**src/rtl/rle_decode_if.sv**
```systemverilog
// Run-pair input stream and expanded-symbol output stream of the RLE decoder.
// slave is the decoder side; master is the source/sink side.
interface rle_decode_if #(
    parameter int DATA_W = 8,
    parameter int CNT_W  = 8
);
    logic              in_valid;
    logic              in_ready;
    logic [DATA_W-1:0] in_data;
    logic [CNT_W-1:0]  in_count;
    logic              in_last;
    logic              out_valid;
    logic              out_ready;
    logic [DATA_W-1:0] out_data;
    logic              out_last;

    modport slave (
        input  in_valid, in_data, in_count, in_last, out_ready,
        output in_ready, out_valid, out_data, out_last
    );

    modport master (
        output in_valid, in_data, in_count, in_last, out_ready,
        input  in_ready, out_valid, out_data, out_last
    );
endinterface

```
**src/rtl/rle_decode.sv**
```systemverilog
// Expands (symbol, count) pairs into count copies of symbol; first symbol one cycle after accept.
// Backpressure: output stalls hold the run; a new pair is taken only alongside the final symbol's handshake.
module rle_decode #(
    parameter int DATA_W = 8,
    parameter int CNT_W  = 8
) (
    input  logic         clk,
    input  logic         reset,
    rle_decode_if.slave  bus,
    output logic         done,
    output logic [15:0]  byte_count,
    output logic         zero_err
);
    typedef enum logic {IDLE, EMIT} state_t;

    state_t            state, state_nxt;
    logic [CNT_W-1:0]  remaining, remaining_nxt;
    logic [DATA_W-1:0] data_q, data_nxt;
    logic              last_q, last_nxt;
    logic              done_nxt;
    logic              new_stream;
    logic              accept, emit, zero_pair, final_sym;

    assign final_sym     = (remaining == CNT_W'(1));
    assign bus.out_valid = (state == EMIT);
    assign bus.out_data  = data_q;
    assign bus.out_last  = bus.out_valid && final_sym && last_q;
    // Reload only alongside the final symbol so back-to-back runs have no bubble.
    assign bus.in_ready  = (state == IDLE) || (final_sym && bus.out_ready);

    assign accept    = bus.in_valid && bus.in_ready;
    assign emit      = bus.out_valid && bus.out_ready;
    assign zero_pair = accept && (bus.in_count == '0);

    always_ff @(posedge clk or posedge reset) begin
        if (reset) begin
            state <= IDLE;
        end else begin
            state <= state_nxt;
        end
    end

    always_comb begin
        state_nxt     = state;
        remaining_nxt = remaining;
        data_nxt      = data_q;
        last_nxt      = last_q;
        if (emit) begin
            remaining_nxt = remaining - CNT_W'(1);
            if (final_sym) begin
                state_nxt = IDLE;
            end
        end
        if (accept && !zero_pair) begin
            state_nxt     = EMIT;
            remaining_nxt = bus.in_count;
            data_nxt      = bus.in_data;
            last_nxt      = bus.in_last;
        end
        done_nxt = (emit && bus.out_last) || (zero_pair && bus.in_last);
    end

    always_ff @(posedge clk or posedge reset) begin
        if (reset) begin
            remaining  <= '0;
            data_q     <= '0;
            last_q     <= 1'b0;
            done       <= 1'b0;
            new_stream <= 1'b0;
            byte_count <= 16'd0;
            zero_err   <= 1'b0;
        end else begin
            remaining <= remaining_nxt;
            data_q    <= data_nxt;
            last_q    <= last_nxt;
            done      <= done_nxt;
            zero_err  <= zero_err | zero_pair;
            if (emit) begin
                byte_count <= new_stream ? 16'd1 : byte_count + 16'd1;
            end
            // The first handshake after a completed stream restarts the count.
            if (done_nxt) begin
                new_stream <= 1'b1;
            end else if (emit) begin
                new_stream <= 1'b0;
            end
        end
    end
endmodule

```
**src/flat_wrapper.sv**
```systemverilog
// flat-port wrapper written by rule: the top's interface ports become plain ports
module rle_decode_flat 
#(
    parameter int DATA_W = 8,
    parameter int CNT_W  = 8
)
  (clk, reset, done, byte_count, zero_err, bus_in_valid, bus_in_data, bus_in_count, bus_in_last, bus_out_ready, bus_in_ready, bus_out_valid, bus_out_data, bus_out_last);
  rle_decode_if #(.DATA_W(DATA_W), .CNT_W(CNT_W)) bus_i ();
  input  logic clk;
  input  logic reset;
  output logic done;
  output logic [15:0] byte_count;
  output logic zero_err;
  input wire logic [$bits(bus_i.in_valid)-1:0] bus_in_valid;
  input wire logic [$bits(bus_i.in_data)-1:0] bus_in_data;
  input wire logic [$bits(bus_i.in_count)-1:0] bus_in_count;
  input wire logic [$bits(bus_i.in_last)-1:0] bus_in_last;
  input wire logic [$bits(bus_i.out_ready)-1:0] bus_out_ready;
  output wire logic [$bits(bus_i.in_ready)-1:0] bus_in_ready;
  output wire logic [$bits(bus_i.out_valid)-1:0] bus_out_valid;
  output wire logic [$bits(bus_i.out_data)-1:0] bus_out_data;
  output wire logic [$bits(bus_i.out_last)-1:0] bus_out_last;
  assign bus_i.in_valid = bus_in_valid;
  assign bus_i.in_data = bus_in_data;
  assign bus_i.in_count = bus_in_count;
  assign bus_i.in_last = bus_in_last;
  assign bus_i.out_ready = bus_out_ready;
  assign bus_in_ready = bus_i.in_ready;
  assign bus_out_valid = bus_i.out_valid;
  assign bus_out_data = bus_i.out_data;
  assign bus_out_last = bus_i.out_last;
  rle_decode #(.DATA_W(DATA_W), .CNT_W(CNT_W)) u_core (.clk(clk), .reset(reset), .bus(bus_i), .done(done), .byte_count(byte_count), .zero_err(zero_err));
endmodule
```
**config.mk**
```make
export PLATFORM = sky130hd
export DESIGN_NAME = rle_decode_flat
export DESIGN_NICKNAME = d
export VERILOG_FILES = /design/src/rtl/rle_decode_if.sv /design/src/rtl/rle_decode.sv /design/src/flat_wrapper.sv
export SDC_FILE = /design/constraint.sdc
export NUM_CORES = 1
export LEC_CHECK = 0
export BUFFER_PORTS_ARGS = -buffer_cell sky130_fd_sc_hd__buf_4
export CORE_UTILIZATION = 40
export CTS_CLUSTER_DIAMETER = 200
export DETAILED_ROUTE_END_ITERATION = 16
export PLACE_DENSITY = 0.72
export RECOVER_POWER = 50
export SYNTH_ARGS = -nofsm -noshare
export SYNTH_HDL_FRONTEND = slang
export SYNTH_SLANG_ARGS = --single-unit
```
**constraint.sdc**
```tcl
create_clock -name clk -period 2.46 [get_ports clk]
set_input_delay 0.369 -clock clk [delete_from_list [all_inputs] [get_ports clk]]
set_output_delay 0.369 -clock clk [all_outputs]
set_load 0.05 [all_outputs]
```
==> flow_summary_export.csv, run 1 <==
group,metric,value,unit
clock_network,htreeDepth,2,
outcome,violations,"capacitance limit, slew limit",
synthesis,synth_top_area_share,49.7,%
place,place_inst,273,
sta,min_period,2.34,ns
critical_path,critPathMaxStageDelay,0.57,ns
floorplanning,die-area,4930,um2
clock_network,clk_latency,0.28,ns
cells_and_area,antenna_cells,0,
critical_path,critPathLaunchType,"flip-flop",
global_routing,grt_usage,17.3,%
sta,setup_viol,0,
cells_and_area,num-fill-cells,405,
critical_path,slowest_stage,"or4_4",
sta,rsz0062_at_grt,"false",
power_and_ir_drop,p_leak,1.09,nW
sta,min_period_over_period,95.2,%
critical_path,crit_family,"simple AND/OR/NAND/NOR gates",
critical_path,path_class,"flip-flop to primary output",
synthesis,avgSynthCellArea,10.8,um2
synthesis,seq_area_frac_synth,49.7,%
place,hpwl,2.85,mm
clock_network,clock_path_buffers,2,
cells_and_area,utilization,52.7,%
synthesis,synth_flop_cell,"dfrtp_1",
sta,fmax,427,MHz
power_and_ir_drop,p_per_area,1050,nW/um2
power_and_ir_drop,switching_share,43.2,%
power_and_ir_drop,seq_power_share,40.1,%
synthesis,synth_area_leader_cell,"dfrtp_1",
run,cap_violations,1,
power_and_ir_drop,combPwrFrac,43.4,%
global_routing,grt_pass1_wl,6.79,mm
critical_path,required,2.09,ns
floorplanning,die_w,70.2,um
synthesis,synth_edf_count,0,
drt,avgRoutedWirePerCell,13.7,um
cells_and_area,nets,252,
sta,tightest_slew,1.94,ns
drt,drt_iter0_markers,101,
clock_network,cts_buffers,5,
floorplanning,rows,24,
synthesis,netlist_instances,172,
synthesis,syn_nets,196,
global_routing,grt_max_degree,38,
clock_network,cts_setup_buffers,0,
critical_path,path_cells,"or4_4 > nor3_1 > and3_1 > buf_4",
worst_hold_path,worstHoldPathType,"primary input to flip-flop",
drt,drt-vias-per-instance,5.25,
clock_network,cts_root_buf,"clkbuf_8",
drt,num_vias,1475,
sta,hold_viol,0,
power_and_ir_drop,p_sw,1.05,mW
clock_network,cts_tree,"done",
floorplanning,io_pins,50,
power_and_ir_drop,clkPwrFrac,16.5,%
cells_and_area,area_delta_synth_final,25.0,%
global_routing,overflow,0,
power_and_ir_drop,ir_worst_vdd,0.516,mV
synthesis,async_flop_share,100,%
drt,postRouteWirelength,3.85,mm
clock_network,clock-sinks,37,
synthesis,synth_warnings,0,
clock_network,ctsHoldBuffers,0,
power_and_ir_drop,internal-power,1.39,mW
clock_network,clk_transition_reported_paths,0.07,ns
cells_and_area,drive_above_1_share,30.1,%
synthesis,yosysMostFrequentCell,"dfrtp_1",
synthesis,synth_seq_cells,37,
floorplanning,start_util,42.2,%
drt,firstDrtPassIters,4,
drt,antenna_left,0,
sta,slew_viol_final,38,
clock_network,ctsResizeCount,0,
floorplanning,die_height,70.2,um
sta,clock-skew-final,0.00304,ns
global_routing,antenna_found_initial,0,
critical_path,critPathMaxFanout,5,
place,portBuffers,49,
outcome,status,"complete, but fails checks",
synthesis,synth_area,1860,um2
critical_path,crit_buf_inv,1,
synthesis,synth_cell_types,31,
synthesis,synth_common_cells,"dfrtp_1, nand2_1, nor2_1, o21ai_0, mux2_4",
floorplanning,core,4410,um2
synthesis,synth_area_leaders,"dfrtp_1, mux2_4, mux2_2",
place,finalWeightedCongestion,0.789,
cells_and_area,fin_cells,281,
drt,drc_errors,0,
critical_path,critical_path_arrival,1.97,ns
global_routing,grt_pass1_vias,1517,
critical_path,worst_setup_path_end_kind,"primary output",
sta,slew_headroom,-29.2,%
==> cells by family after synthesis <==
group           Yosys count  share of synthesized area [%]
simple gates             69                           19.4
flops                    37                           49.7
compound gates           22                           7.59
mux                      16                           11.5
xor+xnor                 13                           6.11
buf+inv                  12                           3.69
fa+ha+maj                 3                           2.01
==> path summary, 6_finish.rpt <==
check | startpoint | endpoint | slack, ns | cells past startpoint
max in group asynchronous | reset | u_core.byte_count[3]$_DFFE_PP0P_ | 0.57 | 3
min in group asynchronous | reset | u_core.bus.out_data[0]$_DFFE_PP0P_ | 0.78 | 3
hold / removal | bus_in_data[2] | u_core.bus.out_data[2]$_DFFE_PP0P_ | 0.31 | 2
setup reg to reg | u_core.remaining[2]$_DFFE_PP0P_ | u_core.bus.out_data[6]$_DFFE_PP0P_ | 0.29 | 5
setup / recovery | u_core.remaining[2]$_DFFE_PP0P_ | bus_out_last | 0.12 | 4
hold reg to reg | u_core.zero_err$_DFF_PP0_ | u_core.zero_err$_DFF_PP0_ | 0.49 | 1
==> sequential cells by signal, summed over array words and instances, names as in the netlist <==
signal / flops
u_core.bus.out_valid: 1
u_core.done: 1
u_core.byte_count: 16
u_core.last_q: 1
u_core.new_stream: 1
u_core.zero_err: 1
u_core.remaining: 8
u_core.bus.out_data: 8
==> placed cells by master, fill, tap and decap left out, types with 2 or more instances in the layout <==
cell type  count
buf_4         41
dfrtp_1       37
nand2_1       15
clkbuf_1      14
nor2_1        12
o21ai_0       12
mux2_4         9
nand3_1        8
xnor2_1        8
mux2_2         7
or3_1          6
a21oi_1        6
inv_1          6
nor4_1         6
and3_1         5
xor2_1         5
clkbuf_8       5
nand4_1        4
nor3_1         4
ha_1           3
nor4b_1        2
clkinv_2       2
==> power by group through the flow <==
stage	Combinational [mW]	Clock, mW	Sequential, mW
floorplan	0.433	0	1.35
global placement	1.10	0	0.985
detailed placement	1.12	0	0.990
CTS	1.13	0.418	0.982
global route	1.13	0.445	1.01
finish	1.06	0.403	0.977
==> metrics by stage <==
stage                     worst slack (ns)  setup TNS, ns  power (mW)  cell area, um2  hold slack, ns
final                                0.119              0        2.44            2330           0.310
after detailed placement             0.288              0        2.11            2290           0.473
after global routing                0.0516              0        2.59            2330           0.296
after CTS                            0.103              0        2.53            2380           0.202
after global placement               0.351              0        2.09            2290           0.457
after floorplan                     -0.195          -2.41        1.78            1860           0.483
==> per-layer routing <==
layer	share of wire, %	GRT usage [%]	wire, um	up-vias
met3	5.7	5.77	218	5
met4	1.2	5.56	48	0
li1	-	-	-	724
met5	0	0	0	-
met1	44	20.4	1690	700
met2	49	29.4	1890	46
==> layout make-up <==
cell class,count,area (um2),area share [%]
inverter,6,22.5,0.967
clock buffer,6,72.6,3.12
tap,52,65.1,2.79
timing repair buffer,55,364,15.6
multi-input combinational,123,868,37.3
sequential,37,926,39.8
clock inverter,2,10.0,0.430
==> worst register-to-register path, stage by stage (launching register included) <==
cell     delay (ns)
dfrtp_1        0.43
or4_4          0.57
o41ai_4        0.24
and3_1         0.22
buf_4          0.23
mux2_2         0.36
(Power assumes the default switching activity.)
==> run 2: changes to the inputs <==
GPL_TIMING_DRIVEN = 0   (was not set)
==> run 2 against run 1 <==
Against the previous run: hold slack better by 0.0027 ns; the flow now finishes without violations; worst setup slack hardly changed; count of clock-buffer cells in the layout up 1; clock power increased by 14%; sequential share of layout area shrank 0.28 points; via count fell by 0.95%; first-iteration DRC count rose by 2.0%; combinational power is essentially flat; sequential power hardly changed; fmax about the same; sequential cell count unchanged.
==> flow_summary_export.csv, run 2 (synthesized netlist as in run 1, its figures left out) <==
group,metric,value,unit
critical_path,critical_path_arrival,1.97,ns
sta,setup_viol,0,
sta,min_period,2.34,ns
clock_network,clock-sinks,37,
outcome,status,"finished, final reports clean",
critical_path,critPathMaxStageDelay,0.57,ns
cells_and_area,nets,252,
critical_path,r2r_cells,6,
sta,min_period_over_period,95.2,%
place,pre_cts_slack,0.127,ns
power_and_ir_drop,switching_share,42.0,%
clock_network,htreeDepth,2,
floorplanning,rows,24,
clock_network,clk_transition_reported_paths,0.07,ns
floorplanning,core,4410,um2
clock_network,cts_root_buf,"clkbuf_8",
drt,num_vias,1461,
floorplanning,die-area,4930,um2
drt,drc_errors,0,
clock_network,clk_latency,0.28,ns
sta,fmax,427,MHz
clock_network,clock_path_buffers,2,
worst_hold_path,worstHoldPathType,"primary input to flip-flop",
power_and_ir_drop,p_per_area,1060,nW/um2
critical_path,cp_num_cells,4,
cells_and_area,largest_register_ffs,16,
worst_hold_path,hold_depth,2,
cells_and_area,antenna_cells,0,
cells_and_area,num-fill-cells,417,
clock_network,cts_tree,"done",
critical_path,critPathLaunchType,"flip-flop",
place,place_inst,273,
critical_path,path_cells,"or4_4 > nor3_1 > and3_1 > buf_4",
drt,antenna_left,0,
place,portBuffers,49,
cells_and_area,top_register,"u_core.byte_count",
critical_path,worst_setup_path_end_kind,"primary output",
drt,postRouteWirelength,3.75,mm
global_routing,grt_max_degree,38,
floorplanning,start_util,42.2,%
critical_path,path_class,"flip-flop to primary output",
cells_and_area,final_cell_mix,"dfrtp_1, buf_4, clkbuf_1",
floorplanning,die_w,70.2,um
global_routing,overflow,0,
cells_and_area,drive_above_1_share,28.4,%
global_routing,grt_usage,16.6,%
global_routing,antenna_found_initial,0,
power_and_ir_drop,combPwrFrac,42.3,%
place,finalWeightedCongestion,0.765,
sta,clock-skew-final,0.00516,ns
critical_path,required,2.09,ns
floorplanning,die_height,70.2,um
clock_network,ctsResizeCount,0,
critical_path,crit_buf_inv,1,
power_and_ir_drop,ir_worst_vdd,0.566,mV
run,cap_violations,0,
sta,setup_slack,0.118,ns
clock_network,ctsHoldBuffers,0,
cells_and_area,fin_cells,281,
cells_and_area,final_common_cell,"dfrtp_1",
clock_network,cts_buffers,5,
sta,slew_viol_final,0,
sta,tightest_slew,1.37,ns
power_and_ir_drop,seq_power_share,39.2,%
floorplanning,io_pins,50,
place,hpwl,2.80,mm
power_and_ir_drop,clkPwrFrac,18.5,%
clock_network,cts_setup_buffers,0,
drt,drt-vias-per-instance,5.20,
critical_path,crit_family,"simple AND/OR/NAND/NOR gates",
power_and_ir_drop,p_leak,1.08,nW
global_routing,grt_pass1_vias,1508,
cells_and_area,area_delta_synth_final,25.9,%
drt,avgRoutedWirePerCell,13.3,um
drt,firstDrtPassIters,4,
sta,hold_viol,0,
power_and_ir_drop,internal-power,1.44,mW
critical_path,slowest_stage,"or4_4",
sta,slew_headroom,8.71,%
sta,rsz0062_at_grt,"false",
critical_path,critPathMaxFanout,5,
power_and_ir_drop,p_sw,1.04,mW
global_routing,grt_pass1_wl,6.57,mm
drt,drt_iter0_markers,103,
==> run 2: cell types whose count changed in the layout (fill, tap and decap cells not counted) <==
| cell | before | now |
|---|---|---|
| buf_4 | 41 | 34 |
| clkbuf_1 | 14 | 18 |
| clkbuf_8 | 5 | 7 |
| and2_0 | 1 | 0 |
| and2_1 | 1 | 2 |
| buf_12 | 0 | 1 |
| buf_6 | 0 | 1 |
| clkinv_2 | 2 | 1 |
==> run 2: through the flow <==
stage | power (mW) | setup TNS [ns] | area (um2) | utilization [%] | hold WS (ns)
after floorplan | 1.78 | -2.41 | 1860 | - | 0.483
after global placement | 2.08 | 0 | 2300 | 52.0 | 0.454
after detailed placement | 2.11 | 0 | 2300 | 52.0 | 0.457
after CTS | 2.58 | 0 | 2400 | 54.3 | 0.246
after global routing | 2.64 | 0 | 2340 | 53.1 | 0.305
final | 2.49 | 0 | 2340 | 53.1 | 0.312
==> run 2: routing by layer <==
metal / track usage [%] / routed length (um) / vias to the layer above
li1: - / - / 718
met2: 28.4 / 1810 / 42
met5: 0 / 0 / -
met3: 4.18 / 210 / 3
met4: 4.67 / 21 / 0
met1: 20.7 / 1700 / 698
==> run 2: power by group through the flow <==
| stage | Clock (mW) | Combinational (mW) | Sequential, mW |
|---|---|---|---|
| after global placement | 0 | 1.10 | 0.984 |
| after floorplan | 0 | 0.433 | 1.35 |
| final | 0.460 | 1.05 | 0.975 |
| after global routing | 0.498 | 1.14 | 1.01 |
| after detailed placement | 0 | 1.12 | 0.990 |
| after CTS | 0.478 | 1.12 | 0.979 |
==> run 2: area by class of cell <==
cell class | instances | area, um2 | area share (%)
Buffer | 6 | 46.3 | 1.97
Clock inverter | 1 | 5.00 | 0.213
Sequential cell | 37 | 926 | 39.5
Clock buffer | 7 | 96.3 | 4.11
Inverter | 6 | 22.5 | 0.961
Timing Repair Buffer | 49 | 315 | 13.4
Multi-Input combinational cell | 123 | 868 | 37.0
Tap cell | 52 | 65.1 | 2.77
==> run 2: final timing paths <==
path / start / to / slack [ns]
setup reg to reg: u_core.remaining[2]$_DFFE_PP0P_ / u_core.remaining[5]$_DFFE_PP0P_ / 0.12
setup / recovery: u_core.remaining[2]$_DFFE_PP0P_ / bus_out_last / 0.12
min in group asynchronous: reset / u_core.bus.out_data[0]$_DFFE_PP0P_ / 0.48
hold reg to reg: u_core.zero_err$_DFF_PP0_ / u_core.zero_err$_DFF_PP0_ / 0.48
max in group asynchronous: reset / u_core.remaining[7]$_DFFE_PP0P_ / 1.17
hold / removal: bus_in_data[7] / u_core.bus.out_data[7]$_DFFE_PP0P_ / 0.31
